**src/rtl/sdram_arb_pkg.sv**
```systemverilog
// Shared widths, requester id, state encoding and arbitration helpers for sdram_port_arbiter.
// SDRAM_ARB_FIXED_PRIO_EN switches the tie-break from round-robin to display-first.
package sdram_arb_pkg;

  localparam int ADDR_W = 25;
  localparam int DATA_W = 16;
  localparam int BE_W   = 2;

  typedef logic mid_t;
  localparam mid_t M0 = 1'b0;
  localparam mid_t M1 = 1'b1;

  // State values are plain constants so existing netlists keep the same encoding.
  typedef logic [1:0] state_t;
  localparam state_t IDLE = 2'd0;
  localparam state_t OWN0 = 2'd1;
  localparam state_t OWN1 = 2'd2;

  function automatic state_t own_state(input mid_t id);
    return (id == M1) ? OWN1 : OWN0;
  endfunction

  // Winner of an arbitration from IDLE; at least one request is assumed present.
  function automatic mid_t arb_pick(input logic req0, input logic req1, input mid_t last);
    mid_t win;
`ifdef SDRAM_ARB_FIXED_PRIO_EN
    win = req1 ? M1 : M0;
`else
    if (req0 && req1) win = (last == M0) ? M1 : M0;
    else              win = req1 ? M1 : M0;
`endif
    return win;
  endfunction

endpackage

```
**src/rtl/sdram_arb_tag_fifo.sv**
```systemverilog
// Requester-id FIFO for outstanding SDRAM reads; its occupancy is the pending-read count.
module sdram_arb_tag_fifo
  import sdram_arb_pkg::*;
#(
  parameter int MAX_PEND = 8
) (
  input  logic clk,
  input  logic rst_n,
  input  logic push,
  input  mid_t push_id,
  input  logic pop,
  output mid_t head_id,
  output logic empty,
  output logic full
);

  localparam int PTR_W  = $clog2(MAX_PEND);
  localparam int PEND_W = PTR_W + 1;

  mid_t              mem [MAX_PEND];
  logic [PTR_W-1:0]  wr_ptr, rd_ptr;
  logic [PEND_W-1:0] pend_cnt;
  logic              push_ok, pop_ok;

  assign empty   = (pend_cnt == '0);
  assign full    = (pend_cnt == PEND_W'(MAX_PEND));
  assign push_ok = push && !full;
  assign pop_ok  = pop && !empty;
  assign head_id = mem[rd_ptr];

  // NOTE: storage has no reset; an entry is only read after it was written, so resetting it buys nothing.
  always_ff @(posedge clk) begin
    if (push_ok) mem[wr_ptr] <= push_id;
  end

  always_ff @(posedge clk or negedge rst_n) begin
    if (!rst_n) begin
      wr_ptr   <= '0;
      rd_ptr   <= '0;
      pend_cnt <= '0;
    end else begin
      if (push_ok) wr_ptr <= wr_ptr + 1'b1;
      if (pop_ok)  rd_ptr <= rd_ptr + 1'b1;
      case ({push_ok, pop_ok})
        2'b10:   pend_cnt <= pend_cnt + 1'b1;
        2'b01:   pend_cnt <= pend_cnt - 1'b1;
        default: pend_cnt <= pend_cnt;
      endcase
    end
  end

endmodule

```
**src/rtl/sdram_port_arbiter.sv**
```systemverilog
// Two-requester burst arbiter for one Avalon-MM SDRAM port with read-return routing.
// Define SDRAM_ARB_FIXED_PRIO_EN to give m1 (display) priority instead of round-robin.
module sdram_port_arbiter
  import sdram_arb_pkg::*;
#(
  parameter int BURST_LEN = 8,
  parameter int MAX_PEND  = 8
) (
  input  logic              clk_clk,
  input  logic              reset_reset_n,
  input  logic [ADDR_W-1:0] m0_address,
  input  logic [BE_W-1:0]   m0_byteenable_n,
  input  logic [DATA_W-1:0] m0_writedata,
  input  logic              m0_read_n,
  input  logic              m0_write_n,
  output logic [DATA_W-1:0] m0_readdata,
  output logic              m0_readdatavalid,
  output logic              m0_waitrequest,
  input  logic [ADDR_W-1:0] m1_address,
  input  logic [BE_W-1:0]   m1_byteenable_n,
  input  logic [DATA_W-1:0] m1_writedata,
  input  logic              m1_read_n,
  input  logic              m1_write_n,
  output logic [DATA_W-1:0] m1_readdata,
  output logic              m1_readdatavalid,
  output logic              m1_waitrequest,
  output logic [ADDR_W-1:0] sdram_address,
  output logic [BE_W-1:0]   sdram_byteenable_n,
  output logic [DATA_W-1:0] sdram_writedata,
  output logic              sdram_chipselect,
  output logic              sdram_read_n,
  output logic              sdram_write_n,
  input  logic [DATA_W-1:0] sdram_readdata,
  input  logic              sdram_readdatavalid,
  input  logic              sdram_waitrequest,
  output logic              err_unexp_rdv
);

  localparam int CNT_W = $clog2(BURST_LEN + 1);

  state_t           state, state_d;
  mid_t             last_served, own_id, head_id;
  logic [CNT_W-1:0] beat_cnt;
  logic req0, req1, req_other, owned, sel1, gnt_req;
  logic gnt_read_n, gnt_write_n, throttle, fwd_read, fwd_write, fwd_cmd;
  logic accept, burst_done, tag_empty, tag_full, tag_pop;

  assign req0      = !m0_read_n || !m0_write_n;
  assign req1      = !m1_read_n || !m1_write_n;
  assign owned     = (state != IDLE);
  assign sel1      = (state == OWN1);
  assign own_id    = sel1 ? M1 : M0;
  assign gnt_req   = owned && (sel1 ? req1 : req0);
  assign req_other = sel1 ? req0 : req1;

  // Command path is a pure mux: the granted requester talks straight to the controller.
  assign gnt_read_n         = owned ? (sel1 ? m1_read_n  : m0_read_n)  : 1'b1;
  assign gnt_write_n        = owned ? (sel1 ? m1_write_n : m0_write_n) : 1'b1;
  assign sdram_address      = sel1 ? m1_address      : m0_address;
  assign sdram_byteenable_n = sel1 ? m1_byteenable_n : m0_byteenable_n;
  assign sdram_writedata    = sel1 ? m1_writedata    : m0_writedata;

  // A read with the tag FIFO full is held back but still counts as a live request.
  assign throttle   = !gnt_read_n && tag_full;
  assign fwd_read   = !gnt_read_n && !tag_full;
  assign fwd_write  = !gnt_write_n;
  assign fwd_cmd    = fwd_read || fwd_write;
  assign accept     = fwd_cmd && !sdram_waitrequest;
  assign burst_done = accept && (beat_cnt == CNT_W'(BURST_LEN - 1));

  assign sdram_read_n     = !fwd_read;
  assign sdram_write_n    = !fwd_write;
  assign sdram_chipselect = fwd_cmd;

  assign m0_waitrequest = (state == OWN0) ? (throttle || sdram_waitrequest) : 1'b1;
  assign m1_waitrequest = (state == OWN1) ? (throttle || sdram_waitrequest) : 1'b1;

  assign tag_pop          = sdram_readdatavalid && !tag_empty;
  assign m0_readdatavalid = tag_pop && (head_id == M0);
  assign m1_readdatavalid = tag_pop && (head_id == M1);
  assign m0_readdata      = sdram_readdata;
  assign m1_readdata      = sdram_readdata;

  sdram_arb_tag_fifo #(.MAX_PEND(MAX_PEND)) u_tag_fifo (
    .clk     (clk_clk),
    .rst_n   (reset_reset_n),
    .push    (accept && fwd_read),
    .push_id (own_id),
    .pop     (tag_pop),
    .head_id (head_id),
    .empty   (tag_empty),
    .full    (tag_full)
  );

  // NOTE: state_d is assigned before the case so every path has a value and no latch is inferred.
  always_comb begin
    state_d = state;
    case (state)
      IDLE: begin
        if (req0 || req1) state_d = own_state(arb_pick(req0, req1, last_served));
      end
      OWN0, OWN1: begin
        if (burst_done) begin
          state_d = req_other ? own_state(~own_id) : state;
`ifdef SDRAM_ARB_FIXED_PRIO_EN
          if (own_id == M1 && req1) state_d = OWN1;
`endif
        end else if (!gnt_req) begin
          state_d = req_other ? own_state(~own_id) : IDLE;
        end
      end
      default: state_d = IDLE;
    endcase
  end

  // NOTE: registers use non-blocking assignments so every flop samples pre-edge values.
  always_ff @(posedge clk_clk or negedge reset_reset_n) begin
    if (!reset_reset_n) begin
      state         <= IDLE;
      last_served   <= M1;
      beat_cnt      <= '0;
      err_unexp_rdv <= 1'b0;
    end else begin
      state <= state_d;
      if (state_d != IDLE) last_served <= (state_d == OWN1) ? M1 : M0;
      if (burst_done || !gnt_req) beat_cnt <= '0;
      else if (accept)            beat_cnt <= beat_cnt + 1'b1;
      if (sdram_readdatavalid && tag_empty) err_unexp_rdv <= 1'b1;
    end
  end

endmodule

```
**config.mk**
```make
export PLATFORM = sky130hd
export DESIGN_NAME = sdram_port_arbiter
export DESIGN_NICKNAME = d
export VERILOG_FILES = /design/src/rtl/sdram_arb_pkg.sv /design/src/rtl/sdram_arb_tag_fifo.sv /design/src/rtl/sdram_port_arbiter.sv
export SDC_FILE = /design/constraint.sdc
export NUM_CORES = 1
export LEC_CHECK = 0
export ABC_AREA = 1
export ABC_CLOCK_PERIOD_IN_PS = 2500
export BUFFER_PORTS_ARGS = -buffer_cell sky130_fd_sc_hd__buf_2
export CAP_MARGIN = 20
export CORE_MARGIN = 3
export CORE_UTILIZATION = 30
export CTS_CLUSTER_SIZE = 30
export DETAILED_ROUTE_END_ITERATION = 12
export PLACE_DENSITY = 0.73
export SYNTH_ARGS = -nofsm -noshare
export SYNTH_HDL_FRONTEND = slang
export SYNTH_SLANG_ARGS = --single-unit
export TNS_END_PERCENT = 100
```
**constraint.sdc**
```tcl
create_clock -name clk_clk -period 2.5 [get_ports clk_clk]
set_input_delay 0 -clock clk_clk [delete_from_list [all_inputs] [get_ports clk_clk]]
set_output_delay 0 -clock clk_clk [all_outputs]
set_load 0.01 [all_outputs]
```
==> results of run 1 <==
-- worst min path at each step --
stage / slack, ns / to / depth (start not counted) / from
after detailed placement: -0.03 / u_tag_fifo.rd_ptr[1] / 1 / reset_reset_n
after floorplan: -0.30 / beat_cnt[0] / 0 / reset_reset_n
after global routing: 0.00008 / m1_readdata[2] / 0 / sdram_readdata[2]
after CTS: 0.0001 / m0_readdata[1] / 0 / sdram_readdata[1]
final: 0.00004 / m1_readdata[6] / 0 / sdram_readdata[6]
after global placement: -0.04 / u_tag_fifo.rd_ptr[1] / 1 / reset_reset_n
-- repair_timing --
action / CTS / global route
endpoints found under the setup margin: 0 / 3
hold buffers: 2 / 0
hold endpoints to repair: 19 / 0
resized for setup: 0 / 4
setup buffers: 0 / 3
-- report_power, final --
part	switching (mW)	total [mW]	internal [mW]
Clock	0.134	0.349	0.214
Combinational	1.38	2.25	0.870
Sequential	0.140	0.746	0.605
-- stage by stage --
step                instance area (sq um)  hold WS, ns  cells  util, %  setup TNS, ns
floorplan                            2350       -0.296    357        -              0
global placement                     2940      -0.0391    562     39.6              0
detailed placement                   2940      -0.0310    562     39.6              0
CTS                                  3030     0.000106    568     40.9              0
global route                         3070    0.0000806    571     41.4        -0.0135
finish                               3070    0.0000373    571     41.4              0
-- synthesized netlist by cell type (2+ instances only) --
master and instances:
a21oi_1 5, dfrtp_1 17, nand2_4 2, o22ai_1 2, clkbuf_1 4, xnor2_1 4, inv_2 3, nand2_1 173
nor2_4 2, inv_1 24, o21ai_0 7, xor2_1 4, nand3_1 12, nand2_2 2, buf_4 32, buf_1 4
nor2_1 19, ha_1 10, edfxtp_1 8, nand4_1 3, a21oi_2 2, o21ai_1 2, nand3_2 2
-- layout by cell type (no fill, tap or decap), drive strengths merged, types with 2 or more instances in the layout --
cell type | netlist | layout
clkbuf | 4 | 3
nor2 | 22 | 22
nand2 | 177 | 177
nand3 | 15 | 15
xnor2 | 4 | 4
inv | 27 | 27
a21oi | 7 | 7
xor2 | 4 | 4
o22ai | 2 | 2
dfrtp | 17 | 17
buf | 38 | 151
edfxtp | 8 | 8
o21ai | 9 | 9
dlygate4sd3 | 0 | 2
ha | 10 | 10
nand4 | 3 | 3
-- sequential cells by signal (all words and copies together), names as in the netlist --
signal               cells
beat_cnt                 4
err_unexp_rdv            1
last_served              1
state                    2
u_tag_fifo.mem           8
u_tag_fifo.pend_cnt      4
u_tag_fifo.rd_ptr        3
u_tag_fifo.wr_ptr        3
-- cell families after synthesis --
family | share of synthesized area, %
DFF | 29.5
adders and majority gates | 5.33
buffers and inverters | 16.5
xor gates and xnor gates | 2.99
muxes | 0.427
and+or+nand+nor | 39.3
AOI/OAI and AO/OA | 5.92
-- final cells by class --
| type | instances | area (sq um) | area share [%] |
|---|---|---|---|
| inverters | 27 | 101 | 3.30 |
| clock buffers | 3 | 41.3 | 1.34 |
| repair buffers | 153 | 793 | 25.8 |
| well taps | 99 | 124 | 4.03 |
| clock inverters | 1 | 30.0 | 0.978 |
| multi-input cells | 262 | 1290 | 42.0 |
| flip-flops and latches | 26 | 692 | 22.5 |
-- layer usage --
metal	share of wire (%)	global-route usage, %
met4	1.8	3.73
met2	52	26.7
met5	0	0
met1	38	16.4
met3	8.6	4.86
==> results.md, run 1 <==
* Outcome: finished clean
* Mapped Cells at 357
* Inserted Clock Buffers at 3
* Clk_lat worst skew at 0.27 ns
* Crit. End Element: flop
* R2R Setup Slk at 0.14 ns
* H-tree depth at 1
* Worst slew margin at 71.0%
* PD cells at 1090 nW/um^2
* Power, Total at 3.34 mW
* EDFF count, synth at 8
* RR Endpoint: u_tag_fifo.pend_cnt[2]
* Crit path max-delay family: adder cells
* Initial core utilization at 31.7%
* Via count at 2571
* Slew @ Worst Pin at 0.436 ns
* Mapped Avg Cell Area at 6.57 sq um
* DR pass1 iterations at 4
* Min cycle time layout at 2.36 ns
* Global-route wire length before repair at 10500 um
* Number of nets in the layout at 593
* CP Launch Type: flop
* # DRC at 0
* Worst Setup SP: state[0]
* Reg-to-reg startpoint: state[0]
* Setup Crit Path Kind: flop to flop
* Largest net degree at the start of global routing at 47
* Syn_nets at 477
* Worst Path Required at 2.66 ns
* Root Driver: clkbuf_8
* Crit-path max cell delay at 0.42 ns
* Total Routed Length at 6880 um
* Worst Path Arrival at 2.52 ns
* Antenna Violating Nets Remaining at 0
* Share of the synthesized area in the top cell type at 27.7%
* Crit Path Max Fanout at 6
* DRT iter0 DRCs at 53
* Vias in the first global route at 2329
* Synth area leaders: nand2_1 28%, dfrtp_1 18%, buf_4 10%
* Crit-path cells: inv_1 -> ha_2 -> nor2_1 -> nor2_4 -> nand2_4 -> nor2_4 -> inv_2 -> ha_2 -> xor2_2 -> ha_1 -> a21oi_1 -> xnor2_1 -> o21ai_0
* R2r worst-path depth at 13
* Worst clock skew at 0.00912 ns
* Area grow syn2layout at 30.9%
* Full die area at 8920 sq um
* Die X at 94.4 um
* Layout cells sized above 1 at 37.5%
* Initial antenna violation count at 0
* Final setup fails at 0
* Synth unique cells at 37
* Core box area at 7410 sq um
* CTS clock-pin slew for the worst setup and hold paths at 0.09 ns
* Row cnt at 31
* Post-route setup slack at 0.140 ns
* Via density at 4.50
* Post-synthesis sequential element count at 26
* Cell Area, Synth at 2350 sq um
* Fin crit share at 94.4%
* Peak VDD IR at 0.000354 V
* Maximum clock path buffer count at 2
* CP bufs+invs at 2
* Fmax achieved at 424 MHz
* Final hold vios at 0
* Pre-CTS setup slack at 0.0542 ns
* Fillcell total at 766
* Worst hold path type: input port to output pin
* Die extent in y at 94.4 um
* GR Overflow Total at 0
* RePlAce Congestion at 0.798
* Fin. max-slew vios at 0
* Seq/Total Area, Yosys at 29.5%
* Max cap viols at 0
* WL/cell at 12.0 um
* Setup crit end: u_tag_fifo.pend_cnt[2]
* GRT Total Usage at 14.7%
* HPWL after DPL at 5670 um
* Static leakage at 1.80 nW
* IO Pins at 193
* Antenna Diode Count at 0
* I/O Buffers at 144
* FFs w/ async S/R, synth at 69.2%
* CP max stage cell: dfrtp_1
* Clk sinks at 26
* Synth Flop Type: dfrtp_1
* Stages on worst setup path at 13
* Synth warn at 0
* CTS tree: done
* Leading area contributor after synthesis: nand2_1
(Power assumes the default switching activity.)
==> inputs of run 2 (changes only) <==
- ABC_CLOCK_PERIOD_IN_PS: 2500 -> 1900
- clock period: 2.5 -> 1.9 ns (I/O delays scaled with it)
==> run 2 against run 1 <==
  * The flow now finishes with violations (negative setup slack)
  * Sequential cell count unchanged
  * First-iteration DRC count up 57%
  * Sequential share of layout area down 2.2 points
  * Maximum frequency rose by 13%
  * Largest cell class unchanged
  * Largest power group unchanged
  * Highest routed layer is now met5
==> results.md, run 2 (same netlist as run 1, synthesis figures left out) <==
* RSZ-0062 raised after global routing: yes
* Fin crit share at 110% (was 94.4%)
* Sequential share of power at 18.5% (was 22.3%)
* Crit-path cells: inv_2 -> ha_4 -> inv_2 -> nand2_2 -> nor2_4 -> nand2_4 -> nor2_4 -> inv_2 -> ha_4 -> xor2_2 -> buf_4 -> a22o_1 -> nand3_2 -> xor2_1 (was inv_1 -> ha_2 -> nor2_1 -> nor2_4 -> nand2_4 -> nor2_4 -> inv_2 -> ha_2 -> xor2_2 -> ha_1 -> a21oi_1 -> xnor2_1 -> o21ai_0)
* CTS tree: done (unchanged)
* Clk sinks at 26 (unchanged)
* Slew @ Worst Pin at 0.464 ns (was 0.436 ns)
* Commonest non-fill, non-tap cell in the layout: nand2_1 (unchanged)
* Biggest register: u_tag_fifo.mem (unchanged)
* Layout cells sized above 1 at 45.5% (was 37.5%)
* Via density at 4.54 (was 4.50)
* Crit Path Max Fanout at 3 (was 6)
* Via count at 2707 (was 2571)
* Area grow syn2layout at 45.1% (was 30.9%)
* Row cnt at 31 (unchanged)
* Crit-path max cell delay at 0.44 ns (was 0.42 ns)
* Critical path's most frequent cell: inv_2
* H-tree depth at 1 (unchanged)
* PD cells at 1510 nW/um^2 (was 1090 nW/um^2)
* Worst hold stages at 0 (unchanged)
* Outcome: complete, but fails checks (was finished clean)
* Logic pwr share at 72.1% (was 67.3%)
* Fin. max-slew vios at 0 (unchanged)
* DRT iter0 DRCs at 83 (was 53)
* Fmax achieved at 478 MHz (was 424 MHz)
* Full die area at 8920 sq um (unchanged)
* Final hold vios at 0 (unchanged)
* Clk pwr share at 9.4% (was 10.4%)
* Antenna Violating Nets Remaining at 0 (unchanged)
* RePlAce Congestion at 0.828 (was 0.798)
* HPWL after DPL at 6430 um (was 5670 um)
* Post-route setup slack at -0.192 ns (was 0.140 ns)
* Die X at 94.4 um (unchanged)
* Fillcell total at 744 (was 766)
* Root Driver: clkbuf_8 (unchanged)
* P_int at 2.69 mW (was 1.69 mW)
* R2r worst-path depth at 14 (was 13)
* Biggest regs: u_tag_fifo.mem: 8 flops, beat_cnt: 4 flops, u_tag_fifo.pend_cnt: 4 flops (unchanged)
* CP Launch Type: flop (unchanged)
* IO Pins at 193 (unchanged)
* Final setup fails at 8 (was 0)
* # DRC at 0 (unchanged)
* Number of nets in the layout at 618 (was 593)
* Worst Path Arrival at 2.30 ns (was 2.52 ns)
* Die extent in y at 94.4 um (unchanged)
* Largest register FFs at 8 (unchanged)
* Static leakage at 1.95 nW (was 1.80 nW)
* Crit. End Element: flop (unchanged)
* Max cap viols at 0 (unchanged)
* Initial antenna violation count at 1 (was 0)
* Util after Layout at 45.9% (was 41.4%)
* CP max stage cell: dfrtp_1 (unchanged)
* Switch share at 47.5% (was 49.4%)
* CTS clock-pin slew for the worst setup and hold paths at 0.10 ns (was 0.09 ns)
* Setup Crit Path Kind: flop to flop (unchanged)
* Global-route wire length before repair at 12000 um (was 10500 um)
* Leading cell types in the layout, fill and taps excluded: 168 x nand2_1, 144 x buf_2, 30 x buf_4 (was 173 x nand2_1, 144 x buf_2, 24 x inv_1)
* Maximum clock path buffer count at 2 (unchanged)
* Antenna Diode Count at 0 (unchanged)
* Inserted Clock Buffers at 3 (unchanged)
* GRT Total Usage at 16.9% (was 14.7%)
* GR Overflow Total at 0 (unchanged)
* Worst slew margin at 69.1% (was 71.0%)
* Worst clock skew at 0.00735 ns (was 0.00912 ns)
* Placed cell count at 578 (was 562)
* Worst hold path type: input port to output pin (unchanged)
* Failing checks: negative setup slack
* Min cycle time layout at 2.09 ns (was 2.36 ns)
* Net Switching at 2.43 mW (was 1.65 mW)
* I/O Buffers at 144 (unchanged)
* Pre-CTS setup slack at -0.253 ns (was 0.0542 ns)
* Layout Cells excl Fill at 596 (was 571)
* Worst Path Required at 2.10 ns (was 2.66 ns)
* Total Routed Length at 7800 um (was 6880 um)
* Core box area at 7410 sq um (unchanged)
* WL/cell at 13.1 um (was 12.0 um)
* Largest net degree at the start of global routing at 48 (was 47)
* DR pass1 iterations at 4 (unchanged)
* Initial core utilization at 31.7% (unchanged)
* Fin area at 3400 sq um (was 3070 sq um)
* Placed cell area at 3090 sq um (was 2940 sq um)
* Setup TNS at -0.504 ns (was 0 ns)
* Clk_lat worst skew at 0.28 ns (was 0.27 ns)
* Peak VDD IR at 0.000507 V (was 0.000354 V)
* Vias in the first global route at 2603 (was 2329)
==> run 2: changes by cell type in the layout (fill, tap and decap cells not counted), moves of 3 or more <==
cell / delta
nor2_1: -9
nor2_2: +8
nand2_2: +3
ha_4: +4
buf_4: +23
nand2_1: -5
inv_1: -4
inv_2: +3
==> run 2: area by class of cell <==
class,instances,area (sq um),area share [%]
Clock buffer,3,41.3,1.21
Clock inverter,1,30.0,0.882
Inverter,27,106,3.13
Multi-Input combinational cell,262,1400,41.3
Sequential cell,26,692,20.3
Tap cell,99,124,3.64
Timing Repair Buffer,178,1010,29.6
==> run 2: worst paths after layout <==
path | startpoint | to | slack, ns
worst max-delay path | state[1] | u_tag_fifo.pend_cnt[3] | -0.19
worst min-delay path | sdram_readdata[2] | m1_readdata[2] | 0.00003
worst max register to register | state[1] | u_tag_fifo.pend_cnt[3] | -0.19
worst min register to register | err_unexp_rdv | err_unexp_rdv | 0.49
max in group asynchronous | reset_reset_n | last_served | 1.37
min in group asynchronous | reset_reset_n | u_tag_fifo.wr_ptr[2] | 0.19
==> run 2: what timing repair did <==
| action | 4_1_cts | 5_1_grt |
|---|---|---|
| hold buffers | 2 | 0 |
| pin swaps | 10 | 12 |
| endpoints found under the setup margin | 56 | 48 |
| endpoints found under the hold margin | 19 | 0 |
| gates resized for setup | 13 | 24 |
| buffers inserted | 6 | 8 |
==> run 2: metal layers <==
layer | up-vias | global-route usage [%] | wire (um)
li1 | 1354 | - | -
met1 | 1222 | 18.6 | 2910
met2 | 123 | 30.9 | 3990
met3 | 6 | 6.77 | 828
met4 | 2 | 3.01 | 61
met5 | - | 0 | 7
==> run 2: power groups by stage <==
| stage | combinational, mW | sequential [mW] | clock, mW |
|---|---|---|---|
| floorplan | 2.07 | 0.963 | 0 |
| global placement | 3.14 | 0.946 | 0 |
| detailed placement | 3.23 | 0.958 | 0 |
| CTS | 3.45 | 0.949 | 0.485 |
| global route | 4.11 | 0.978 | 0.506 |
| finish | 3.69 | 0.950 | 0.480 |
==> run 2: worst max-delay path, delay by kind of cell (launching register included) <==
kind	cells	cell delay, ns
xor gates and xnor gates	2	0.30
and+or+nand+nor	5	0.41
adders and majority gates	2	0.34
DFF	1	0.44
AOI/OAI and AO/OA	1	0.19
buffers and inverters	4	0.33
==> run 2: per-stage QoR <==
stage	hold WS [ns]	power, mW
after detailed placement	-0.0254	4.19
after floorplan	-0.296	3.03
after CTS	0.000106	4.89
after global placement	-0.0408	4.09
final	0.0000292	5.12
after global routing	0.0000808	5.60
==> inputs of run 3 (changes only) <==
- ABC_CLOCK_PERIOD_IN_PS: 1900 -> 2600
- PLACE_DENSITY: 0.73 -> 0.71
- clock period: 1.9 -> 2.6 ns (I/O delays scaled with it)
==> run 3 against run 2 <==
  * The run now ends clean
  * Core utilization shrank 4.6 points
  * First-iteration DRC count is the same
  * Clock power shrank 29%
  * Non-clock buffer count shrank 25
  * Via count shrank 6.2%
  * Global-route usage shrank 1.8 points
  * Wire length shrank 11%
  * Design area shrank 10%
  * Die area is the same
  * Combinational power shrank 42%
  * Maximum frequency shrank 13%
  * Critical endpoint is now u_tag_fifo.pend_cnt[2]
  * Largest cell class unchanged
==> results.md, run 3 (same netlist as run 1, synthesis figures left out) <==
* PD cells at 1040 nW/um^2 (was 1510 nW/um^2)
* WL/cell at 12.1 um (was 13.1 um)
* Clk_lat worst skew at 0.27 ns (was 0.28 ns)
* Via density at 4.44 (was 4.54)
* Fin. max-slew vios at 0 (unchanged)
* Biggest register: u_tag_fifo.mem (unchanged)
* Max cap viols at 0 (unchanged)
* CTS clock-pin slew for the worst setup and hold paths at 0.09 ns (was 0.10 ns)
* Crit. End Element: flop (unchanged)
* DR pass1 iterations at 4 (unchanged)
* Global-route wire length before repair at 10900 um (was 12000 um)
* Fin crit share at 92.3% (was 110%)
* Initial core utilization at 31.7% (unchanged)
* H-tree depth at 1 (unchanged)
* Logic pwr share at 67.1% (was 72.1%)
* Worst Path Required at 2.75 ns (was 2.10 ns)
* Final setup fails at 0 (was 8)
* Largest net degree at the start of global routing at 44 (was 48)
* Total Routed Length at 6920 um (was 7800 um)
* Antenna Violating Nets Remaining at 0 (unchanged)
* Fillcell total at 755 (was 744)
* Root Driver: clkbuf_8 (unchanged)
* Fmax achieved at 417 MHz (was 478 MHz)
* Number of nets in the layout at 593 (was 618)
* Final hold vios at 0 (unchanged)
* IO Pins at 193 (unchanged)
* GRT Total Usage at 15.1% (was 16.9%)
* CP Launch Type: flop (unchanged)
* GR Overflow Total at 0 (unchanged)
* Placed cell count at 562 (was 578)
* Worst clock skew at 0.00954 ns (was 0.00735 ns)
* CTS tree: done (unchanged)
* Die X at 94.4 um (unchanged)
* Sequential share of power at 22.3% (was 18.5%)
* Outcome: finished clean (was complete, but fails checks)
* Biggest regs: u_tag_fifo.mem: 8 flops, beat_cnt: 4 flops, u_tag_fifo.pend_cnt: 4 flops (unchanged)
* Maximum clock path buffer count at 2 (unchanged)
* Layout cells sized above 1 at 36.9% (was 45.5%)
* HPWL after DPL at 5870 um (was 6430 um)
* P_int at 1.61 mW (was 2.69 mW)
* Clk pwr share at 10.6% (was 9.4%)
* # DRC at 0 (unchanged)
* Area grow syn2layout at 30.5% (was 45.1%)
* Worst Path Arrival at 2.55 ns (was 2.30 ns)
* Inserted Clock Buffers at 3 (unchanged)
* Leading cell types in the layout, fill and taps excluded: 173 x nand2_1, 144 x buf_2, 24 x inv_1 (was 168 x nand2_1, 144 x buf_2, 30 x buf_4)
* Hold path startpoint: sdram_readdata[15] (was sdram_readdata[2])
* Reg-to-reg startpoint: state[0] (was state[1])
* Worst hold path type: input port to output pin (unchanged)
* Initial antenna violation count at 1 (unchanged)
* RSZ-0062 raised after global routing: no (was yes)
* Worst Setup SP: state[0] (was state[1])
* Net Switching at 1.57 mW (was 2.43 mW)
* Die extent in y at 94.4 um (unchanged)
* Row cnt at 31 (unchanged)
* Static leakage at 1.79 nW (was 1.95 nW)
* Min cycle time layout at 2.40 ns (was 2.09 ns)
* RePlAce Congestion at 0.945 (was 0.828)
* Setup Crit Path Kind: flop to flop (unchanged)
* Clk sinks at 26 (unchanged)
* Commonest non-fill, non-tap cell in the layout: nand2_1 (unchanged)
* Crit Path Max Fanout at 5 (was 3)
* Worst slew margin at 70.1% (was 69.1%)
* Setup TNS at 0 ns (was -0.504 ns)
* I/O Buffers at 144 (unchanged)
* Full die area at 8920 sq um (unchanged)
* Slew @ Worst Pin at 0.448 ns (was 0.464 ns)
* Layout Cells excl Fill at 572 (was 596)
* Core box area at 7410 sq um (unchanged)
* Largest register FFs at 8 (unchanged)
* Peak VDD IR at 0.000436 V (was 0.000507 V)
* DRT iter0 DRCs at 83 (unchanged)
* Vias in the first global route at 2298 (was 2603)
* Switch share at 49.5% (was 47.5%)
* Via count at 2538 (was 2707)
* R2R Setup Slk at 0.20 ns (was -0.19 ns)
-- run 3: changes by cell type in the layout (fill, tap and decap cells not counted), moves of 3 or more --
cell,previous run,this run
ha_4,4,0
nor2_2,9,1
nand2_1,168,173
nand2_2,5,2
ha_1,5,9
inv_2,6,3
buf_4,30,7
inv_1,20,24
nor2_1,10,19
-- run 3: routing by layer --
layer	wire [um]	global-route usage, %	vias up
met2	3410	26.8	121
met1	2760	17.8	1103
met5	0	0	-
met4	112	3.13	0
li1	-	-	1304
met3	638	5.02	10
-- run 3: area by class of cell --
type	count	area [sq um]	share of cell area [%]
diodes	1	2.50	0.0818
clock buffers	3	41.3	1.35
clock inverters	1	30.0	0.981
inverters	27	101	3.31
multi-input cells	262	1280	41.7
flip-flops and latches	26	692	22.6
well taps	99	124	4.05
repair buffers	153	793	25.9
-- run 3: path summary, 6_finish.rpt --
path / endpoint / cells after the start
min in group asynchronous: u_tag_fifo.rd_ptr[0] / 2
setup / recovery: u_tag_fifo.pend_cnt[2] / 14
hold / removal: m0_readdata[15] / 0
setup reg to reg: u_tag_fifo.pend_cnt[2] / 14
max in group asynchronous: last_served / 2
hold reg to reg: err_unexp_rdv / 1
-- run 3: what timing repair did --
| action | CTS | global route |
|---|---|---|
| buffers inserted | 0 | 3 |
| hold buffers | 2 | 0 |
| endpoints found under the setup margin | 0 | 1 |
| resized for setup | 0 | 1 |
| endpoints found under the hold margin | 18 | 0 |
-- run 3: metrics by stage --
stage	setup WS [ns]	area, sq um	hold slack (ns)	power [mW]	utilization [%]
2_1_floorplan	0.211	2350	-0.296	2.17	-
3_3_place_gp	0.270	2940	-0.0265	2.78	39.6
3_5_place_dp	0.159	2940	-0.0220	2.83	39.6
4_1_cts	0.127	3030	0.000100	3.18	40.9
5_1_grt	0.0233	3060	0.0000746	3.51	41.3
6_report	0.199	3060	0.0000284	3.18	41.3
-- run 3: critical path, cell delays in order, from the launching register on --
cell and delay [ns]:
dfrtp_1 0.38, inv_1 0.08, ha_1 0.24, inv_2 0.11, nand2_2 0.07, nor2_4 0.11, nand2_4 0.08, nor2_4 0.13
inv_2 0.07, ha_1 0.25, xor2_2 0.21, ha_1 0.19, a21oi_1 0.15, xnor2_1 0.13, o21ai_0 0.09
-- run 3: power groups by stage --
stage | Combinational, mW | Clock, mW | Sequential (mW)
floorplan | 1.47 | 0 | 0.696
CTS | 2.12 | 0.348 | 0.715
detailed placement | 2.11 | 0 | 0.721
global route | 2.42 | 0.370 | 0.728
finish | 2.14 | 0.339 | 0.708
global placement | 2.06 | 0 | 0.715
